`config.mk`:
```
export PLATFORM = sky130hd
export DESIGN_NAME = uart_receiver_ctrl
export DESIGN_NICKNAME = d
export VERILOG_FILES = /design/src/rtl/uart_pkg.sv /design/src/rtl/uart_rx_sample_timer.sv /design/src/rtl/uart_receiver_ctrl.sv
export SDC_FILE = /design/constraint.sdc
export NUM_CORES = 1
export LEC_CHECK = 0
export ABC_AREA = 1
export BUFFER_PORTS_ARGS = -buffer_cell sky130_fd_sc_hd__buf_2
export CORE_MARGIN = 4
export CORE_UTILIZATION = 40
export DETAILED_ROUTE_END_ITERATION = 6
export PLACE_DENSITY = 0.63
export SLEW_MARGIN = 10
export SYNTH_ARGS = -nofsm -noshare
export SYNTH_HDL_FRONTEND = slang
export SYNTH_SLANG_ARGS = --single-unit
```
`constraint.sdc`:
```
create_clock -name pclk -period 2.02 [get_ports pclk]
set_input_delay 0.606 -clock pclk [delete_from_list [all_inputs] [get_ports pclk]]
set_output_delay 0.606 -clock pclk [all_outputs]
set_load 0.03 [all_outputs]
```
`src/rtl/uart_pkg.sv`:
```
// Shared types and helpers for the UART receive control path: FSM states,
// line-status bit positions in the RX push word, and word-length decoding.
package uart_pkg;

  typedef enum logic [2:0] {
    IDLE   = 3'd0,
    START  = 3'd1,
    DATA   = 3'd2,
    PARITY = 3'd3,
    STOP   = 3'd4,
    CHECK  = 3'd5
  } rx_state_t;

  localparam int RX_BRK = 10;
  localparam int RX_FE  = 9;
  localparam int RX_PE  = 8;

  localparam logic [1:0] WLS_5 = 2'b00;
  localparam logic [1:0] WLS_6 = 2'b01;
  localparam logic [1:0] WLS_7 = 2'b10;
  localparam logic [1:0] WLS_8 = 2'b11;

  typedef struct packed {
    logic [1:0] wls;
    logic       pen;
    logic       eps;
    logic       sp;
  } rx_cfg_t;

  function automatic logic [2:0] last_data_bit(input logic [1:0] wls);
    return 3'd4 + {1'b0, wls};
  endfunction

  function automatic logic [7:0] data_mask(input logic [1:0] wls);
    return 8'hFF >> (WLS_8 - wls);
  endfunction

  // Stick parity forces the bit to ~eps; otherwise even/odd over the N data bits.
  function automatic logic parity_error(input logic [7:0] data,
                                        input logic [1:0] wls,
                                        input logic       received,
                                        input logic       eps,
                                        input logic       sp);
    logic expected;
    if (sp) begin
      expected = ~eps;
    end else begin
      expected = (^(data & data_mask(wls))) ^ ~eps;
    end
    return received != expected;
  endfunction

endpackage

```
`src/rtl/uart_rx_sample_timer.sv`:
```
// Per-bit oversampling counter for the UART receiver: produces the three
// majority-vote strobes, the post-vote shift pulse and the end-of-bit wrap.
module uart_rx_sample_timer
  import uart_pkg::*;
#(
  parameter int OVERSAMPLE = 16,
  parameter int VOTE_TICK  = 7
) (
  input  logic pclk,
  input  logic presetn,
  input  logic baud_tick,
  input  logic active,
  input  logic load,
  output logic vote_en,
  output logic shift_pulse,
  output logic bit_done
);

  localparam int CW = $clog2(OVERSAMPLE);
  localparam logic [CW-1:0] LOAD_VAL   = CW'(2);
  localparam logic [CW-1:0] VOTE_FIRST = CW'(VOTE_TICK);
  localparam logic [CW-1:0] VOTE_LAST  = CW'(VOTE_TICK + 2);
  localparam logic [CW-1:0] LAST_TICK  = CW'(OVERSAMPLE - 1);

  logic [CW-1:0] tick_cnt_q, tick_cnt_d;
  logic          shift_pulse_q, shift_pulse_d;
  logic          at_vote;

  assign at_vote = (tick_cnt_q >= VOTE_FIRST) && (tick_cnt_q <= VOTE_LAST);

  // Load value of 2 absorbs the two ticks the vote register needs to see the falling edge.
  always_comb begin
    tick_cnt_d = tick_cnt_q;
    if (load) begin
      tick_cnt_d = LOAD_VAL;
    end else if (!active) begin
      tick_cnt_d = '0;
    end else if (baud_tick) begin
      tick_cnt_d = (tick_cnt_q == LAST_TICK) ? '0 : tick_cnt_q + CW'(1);
    end
  end

  always_comb begin
    shift_pulse_d = baud_tick && active && !load && (tick_cnt_q == VOTE_LAST);
  end

  always_ff @(posedge pclk or negedge presetn) begin
    if (!presetn) begin
      tick_cnt_q    <= '0;
      shift_pulse_q <= 1'b0;
    end else begin
      tick_cnt_q    <= tick_cnt_d;
      shift_pulse_q <= shift_pulse_d;
    end
  end

  assign vote_en     = baud_tick && active && at_vote;
  assign shift_pulse = shift_pulse_q;
  assign bit_done    = baud_tick && active && (tick_cnt_q == LAST_TICK);

endmodule

```
`src/rtl/uart_receiver_ctrl.sv`:
```
// UART receive control FSM: frames start/data/parity/stop bits from the 16x
// baud tick, strobes the vote/shift datapath and pushes {status, data} to the RX FIFO.
module uart_receiver_ctrl
  import uart_pkg::*;
#(
  parameter int OVERSAMPLE = 16,
  parameter int VOTE_TICK  = 7
) (
  input  logic        pclk,
  input  logic        presetn,
  input  logic        baud_tick,
  input  logic        rx_en,
  input  logic [1:0]  wls,
  input  logic        pen,
  input  logic        eps,
  input  logic        sp,
  input  logic        rx_data,
  input  logic [7:0]  rsr_data,
  input  logic        received_parity,
  input  logic        frame_error,
  input  logic        all_zero,
  output logic        voting_shift_en,
  output logic        receive_shift_en,
  output logic        error_check,
  output logic        rx_push,
  output logic [10:0] rx_push_data,
  output logic        rx_busy
);

  rx_state_t   state_q, state_d;
  logic [2:0]  bit_cnt_q, bit_cnt_d;
  rx_cfg_t     cfg_q, cfg_d;
  logic        rx_push_q, rx_push_d;
  logic [10:0] rx_push_data_q, rx_push_data_d;

  logic        in_frame;
  logic        start_det;
  logic        false_start;
  logic        vote_en;
  logic        shift_pulse;
  logic        bit_done;
  logic        cap_brk;
  logic        cap_pe;
  logic [7:0]  cap_data;

  assign in_frame    = (state_q == START) || (state_q == DATA) ||
                       (state_q == PARITY) || (state_q == STOP);
  assign start_det   = (state_q == IDLE) && rx_en && !rx_data;
  assign false_start = (state_q == START) && rx_data;

  uart_rx_sample_timer #(
    .OVERSAMPLE (OVERSAMPLE),
    .VOTE_TICK  (VOTE_TICK)
  ) u_timer (
    .pclk        (pclk),
    .presetn     (presetn),
    .baud_tick   (baud_tick),
    .active      (in_frame && rx_en),
    .load        (start_det),
    .vote_en     (vote_en),
    .shift_pulse (shift_pulse),
    .bit_done    (bit_done)
  );

  // IDLE votes every tick to catch the start edge; in-frame only the three mid-bit ticks vote.
  assign voting_shift_en  = presetn && rx_en && ((state_q == IDLE) ? baud_tick : vote_en);
  assign receive_shift_en = shift_pulse && in_frame && rx_en && !false_start;
  assign error_check      = (state_q == CHECK);
  assign rx_busy          = (state_q != IDLE);

  assign cap_brk  = all_zero;
  assign cap_pe   = cfg_q.pen &&
                    parity_error(rsr_data, cfg_q.wls, received_parity, cfg_q.eps, cfg_q.sp);
  assign cap_data = cap_brk ? 8'h00 : rsr_data;

  always_comb begin
    state_d        = state_q;
    bit_cnt_d      = bit_cnt_q;
    cfg_d          = cfg_q;
    rx_push_d      = 1'b0;
    rx_push_data_d = rx_push_data_q;
    if (!rx_en) begin
      state_d = IDLE;
    end else begin
      unique case (state_q)
        IDLE: begin
          if (!rx_data) begin
            state_d   = START;
            bit_cnt_d = 3'd0;
            cfg_d.wls = wls;
            cfg_d.pen = pen;
            cfg_d.eps = eps;
            cfg_d.sp  = sp;
          end
        end
        START: begin
          if (shift_pulse && rx_data) begin
            state_d = IDLE;
          end else if (bit_done) begin
            state_d   = DATA;
            bit_cnt_d = 3'd0;
          end
        end
        DATA: begin
          if (bit_done) begin
            if (bit_cnt_q == last_data_bit(cfg_q.wls)) begin
              state_d = cfg_q.pen ? PARITY : STOP;
            end else begin
              bit_cnt_d = bit_cnt_q + 3'd1;
            end
          end
        end
        PARITY: begin
          if (bit_done) begin
            state_d = STOP;
          end
        end
        // Only the first stop bit is sampled; leaving early lets the next start be seen.
        STOP: begin
          if (receive_shift_en) begin
            state_d = CHECK;
          end
        end
        CHECK: begin
          state_d                = IDLE;
          rx_push_d              = 1'b1;
          rx_push_data_d         = '0;
          rx_push_data_d[RX_BRK] = cap_brk;
          rx_push_data_d[RX_FE]  = frame_error;
          rx_push_data_d[RX_PE]  = cap_pe;
          rx_push_data_d[7:0]    = cap_data;
        end
        default: begin
          state_d = IDLE;
        end
      endcase
    end
  end

  always_ff @(posedge pclk or negedge presetn) begin
    if (!presetn) begin
      state_q        <= IDLE;
      bit_cnt_q      <= 3'd0;
      cfg_q          <= '0;
      rx_push_q      <= 1'b0;
      rx_push_data_q <= '0;
    end else begin
      state_q        <= state_d;
      bit_cnt_q      <= bit_cnt_d;
      cfg_q          <= cfg_d;
      rx_push_q      <= rx_push_d;
      rx_push_data_q <= rx_push_data_d;
    end
  end

  assign rx_push      = rx_push_q;
  assign rx_push_data = rx_push_data_q;

endmodule

```
[Yosys cells after proc, flatten, opt, wreduce, memory -nomap -nowiden]
Index checks and enable logic that the tools add are counted.
Widths: inputs -> output; s select.
Word-level totals
  register bits after elaboration: 28
  logic and storage cells: 98
Cells by class
  $add $sub $neg: 4
  magnitude comparators: 2
  equality and inequality tests: 21
  shift-type cells: 1
  multiplexer cells: 25
  bitwise gates (word level): 4
  reductions and logical operators: 31
Operators by type and width (count)
  $mux 3: 14
  $logic_and 1x1->1: 17
  $mux 4: 4
  $ne 3x3->1 const B: 5
  $pmux 3 s5: 1
  $ne 2x2->1 const B: 5
  $pmux 3 s3: 1
  $and 8x8->8: 1
  $eq 4x4->1 const B: 2
  $mux 8: 1
  $reduce_xor 8->1: 1
  $shr 8x2->8 const A: 1
  $reduce_and 7->1: 1
  $eq 3x2->1 const B: 2
  $eq 3x3->1 const B: 2
  $reduce_and 6->1: 1
  $reduce_bool 3->1: 2
  $add 4x1->4 const B: 1
  $ge 4x3->1 const B: 1
  $le 4x4->1 const B: 1
  $mux 1: 4
  $ne 4x3->1 const B: 1
  $add 3x1->3 const B: 1
  $add 3x2->3 const A: 1
  other kinds (12): 17

[Logic depth before layout (Yosys ltp)]
  depth in word-level cells: 11
  depth in mapped cells: 11
  mapped depth without buffers: 11

[Cells and area by module]
From an unflattened synthesis, not the netlist that was laid out.
Second synthesis, totals
  cells, all modules: 216
  area, all modules: 1716.6 um^2
Modules (own cells, without submodules)
  uart_receiver_ctrl: times used 1, cells each 168, area an instance 1388.8 um^2, sequential area each 575.6 um^2
  uart_rx_sample_timer: times used 1, cells each 48, area an instance 327.8 um^2, sequential area each 125.1 um^2

[Worst setup path before layout]
No wires, ideal clock.
  kind: input port to output port
  start: in rx_en
  end: out voting_shift_en
  arrival time: 1.601 ns
  setup slack: -0.187 ns
  cell stages on the path: 6
  path through: buf_2 > nand2_2 > a21oi_4 > nand2_1 > o22ai_1 > and3_1
On the way
  word-level cells in the longest chain between the ends: 5
  elaborated cells on any way between the ends: 6
Ends and longest elaborated chain
  start: declaration: line uart_receiver_ctrl.sv:12  | input logic rx_en,
  $logic_and 1x1->1: line uart_receiver_ctrl.sv:58  | .active (in_frame && rx_en),
  $logic_and 1x1->1 (2 in series): line uart_rx_sample_timer.sv:57  | assign vote_en = baud_tick && active && at_vote;
  $mux 1: line uart_receiver_ctrl.sv:66  | assign voting_shift_en = presetn && rx_en && ((state_q == IDLE) ? baud_tick : vote_en);
  $logic_and 1x1->1 *: line uart_receiver_ctrl.sv:66
  end: declaration: line uart_receiver_ctrl.sv:22  | output logic voting_shift_en,
Every way passes the cells marked *; elsewhere a longest branch is shown, timed or not.

[Worst setup path after layout]
  start: reg u_timer.tick_cnt_q[0]
  end: out voting_shift_en
On the way
  word-level cells in the longest chain between the ends: 5
  elaborated cells on any way between the ends: 6
Ends and longest elaborated chain
  start: declaration: line uart_rx_sample_timer.sv:25  | logic [CW-1:0] tick_cnt_q, tick_cnt_d;
  start signal: assignment: line uart_rx_sample_timer.sv:52  | tick_cnt_q <= tick_cnt_d;
  $ge 4x3->1 or $le 4x4->1 (tied branches): line uart_rx_sample_timer.sv:29  | assign at_vote = (tick_cnt_q >= VOTE_FIRST) && (tick_cnt_q <= VOTE_LAST);
  $logic_and 1x1->1 *: line uart_rx_sample_timer.sv:29
  $logic_and 1x1->1 *: line uart_rx_sample_timer.sv:57
  $mux 1 *: line uart_receiver_ctrl.sv:66
  $logic_and 1x1->1 *: line uart_receiver_ctrl.sv:66
Marked as above.

==> flow_summary.toml <==
[placed_design]
portBuffers = 36
place_inst = 321
place_area_um2 = 2080
gp_congestion = 0.835
place_hpwl_mm = 3.11

[pwr]
seqPwrFrac_pct = 33.7
switchingPower_w = 0.00105
powerDensity_nw_per_um2 = 1110
ir_worst_vdd_mv = 0.663
power_frac_clock_pct = 11.8
p_int_w = 0.00140
finalPower_w = 0.00245
p_leak_nw = 1.16
swShare_pct = 43.0
comb_power_share_pct = 54.6

[cts]
numCtsBuffers = 3
cts_tree = "yes"
hold_buffers = 0
clock-sinks = 28
h-tree-depth = 1
clockBufferDepth = 2
clk_latency_ns = 0.27
root_buffer = "clkbuf_8"
path_clk_slew_ns = 0.09

[timing]
fmax_mhz = 456
skew_ns = 0.00627
timing.final.crit_share_pct = 109
setup_slack_ns = -0.174
tightest_slew_ns = 0.350
finalMaxSlewViolations = 0
hold_violations = 0
rsz0062_at_grt = "true"
period_minus_slack_ns = 2.19
slew_headroom_pct = 76.6
finalSetupViolCount = 2
whs_ns = 0.360

[worst_setup_path]
path_class = "reg -> out"
crit_path_max_fanout = 4
crit_required_ns = 1.41
cp-start-kind = "register"
crit_arrival_ns = 1.59
crit_path_end_kind = "output port"

[die]
die_h_um = 73.2
fp.dieW_um = 73.2
rows = 23
boundaryPins = 37
core_area_um2 = 4060
fp.dieArea_um2 = 5350
start_util_pct = 41.9

[logic_synthesis]
yosysTopAreaCell = "dfrtp_1"
synth_area_um2 = 1700
avgSynthCellArea_um2 = 7.76
yosysWarnings = 0
synth.area.top_cells = "dfrtp_1 (41%), nand2_1 (13%), nand3_1 (7.1%), inv_1 (6.0%), ha_1 (2.9%)"
synth_cell_types = 31
synth_flop_cell = "dfrtp_1"
syn-instance-count = 219
synth.net_count = 244
synthArstFlopShare_pct = 100
yosys_register_bits = 28
synth_top_area_share_pct = 41.2
ys_seq_area_share_pct = 41.2
synth-edff-count = 0

[route]
drc = 0
wl_per_cell_um = 12.1
antenna_left = 0
via_count = 1634
drt_first_iter_violations = 101
vias_per_cell = 4.98
wl_mm = 3.96
detail_route.first_pass.iterations = 6

[layout]
final_cell_mix = "nand2_1 (60), buf_2 (32), dfrtp_1 (26)"
nets = 305
area_delta_synth_final_pct = 30.2
multiInputGateArea_um2 = 933
drive_above_1_share_pct = 33.1
final_common_cell = "nand2_1"
num_antenna_cells = 0
fin_area_um2 = 2210
ff_latch_area_um2 = 703
finalNonFillerCells = 328
nFillCells = 385

[global_routing]
antenna_found_initial = 0
grt_pass1_wl_mm = 6.34
use_met3_pct = 2.89
gr-usage-all-layers_pct = 14.8
gr-max-usage-layer = "met2"
overflow = 0
grt_max_degree = 29
grt_pass1_vias = 1485
gr-usage-met2_pct = 24.0
use_met1_pct = 20.7

[job]
drv_cap = 0

[min_path]
hp-class = "in -> async"

[run_status]
violations = "negative setup slack"
outcome = "finished with violations"
registers in the layout, indices dropped and copies added, names as in the netlist:
| name | count |
|---|---|
| rx_push_data | 11 |
| bit_cnt_q | 3 |
| state_q | 3 |
| u_timer.tick_cnt_q | 4 |
| cfg_q | 5 |
| u_timer.shift_pulse | 1 |
| rx_push | 1 |
critical path, cell delays in order, from the launching register on:
cell,delay [ns]
dfrtp_1,0.43
inv_2,0.09
ha_4,0.16
o21ai_2,0.12
nand2_1,0.06
nand2_1,0.07
o22ai_2,0.08
and3_4,0.18
buf_6,0.13
per-layer routing:
layer  part of all wire (%)  up-vias
met1                     48      766
met5                      0        -
li1                       -      835
met2                     49       31
met4                   0.48        0
met3                    3.0        2
timing repair:
action	in CTS	in global routing
pin swaps	2	3
gates resized for setup	7	13
buffers inserted	1	3
setup endpoints to repair	2	4
Yosys cell counts, types with 4 or more instances:
| master | n |
|---|---|
| o21ai_1 | 6 |
| nor2_1 | 11 |
| nand4_1 | 4 |
| dfrtp_1 | 28 |
| nand3_1 | 24 |
| nand2_1 | 61 |
| inv_1 | 27 |
| nor2_2 | 4 |
| xnor2_1 | 5 |
| o22ai_1 | 4 |
| a22o_1 | 4 |
| nand2_2 | 5 |
| o21ai_0 | 5 |
| ha_1 | 4 |
| a21oi_1 | 8 |
stage by stage:
| stage | setup WS, ns | TNS, ns | utilization (%) |
|---|---|---|---|
| floorplan | -0.0402 | -0.0402 | - |
| global placement | -0.105 | -0.115 | 51.2 |
| detailed placement | -0.157 | -0.194 | 51.2 |
| CTS | -0.175 | -0.277 | 52.9 |
| global route | -0.243 | -0.392 | 54.5 |
| finish | -0.174 | -0.233 | 54.5 |
final cells by class:
| type | count | share of cell area, % |
|---|---|---|
| multi-input combinational | 160 | 42.2 |
| clock buffer | 3 | 1.87 |
| sequential | 28 | 31.8 |
| inverter | 29 | 4.92 |
| tap | 50 | 2.83 |
| timing repair buffer | 58 | 16.4 |
logic make-up (layout without fill, tap and decap cells):
kind of cell / Yosys count / in the layout / synth area share [%]
compound gates: 32 / 32 / 12.1
xor+xnor: 6 / 6 / 3.09
fa+ha+maj: 4 / 4 / 2.95
buf+inv: 31 / 90 / 7.00
flops: 28 / 28 / 41.2
mux: 1 / 1 / 0.663
simple gates: 117 / 117 / 32.9
power groups by stage:
stage,combinational [W],sequential [W],clock [W]
2_1_floorplan,0.000692,0.000919,0
3_3_place_gp,0.00120,0.000823,0
3_5_place_dp,0.00120,0.000827,0
4_1_cts,0.00123,0.000819,0.000305
5_1_grt,0.00148,0.000848,0.000331
6_report,0.00134,0.000826,0.000289
path summary, 6_finish.rpt:
path                                       start               to  slack (ns)  cells after the start
min reg2reg                      rx_push_data[8]  rx_push_data[8]        0.48                      2
max in group asynchronous                presetn       state_q[0]        1.38                      2
min                                      presetn       state_q[2]        0.36                      2
max                        u_timer.tick_cnt_q[0]  voting_shift_en       -0.17                      8
min in group pclk                rx_push_data[8]  rx_push_data[8]        0.48                      2
max reg2reg                u_timer.tick_cnt_q[0]     bit_cnt_q[1]        0.26                     10
No activity file was read; power rests on OpenSTA's default activity.
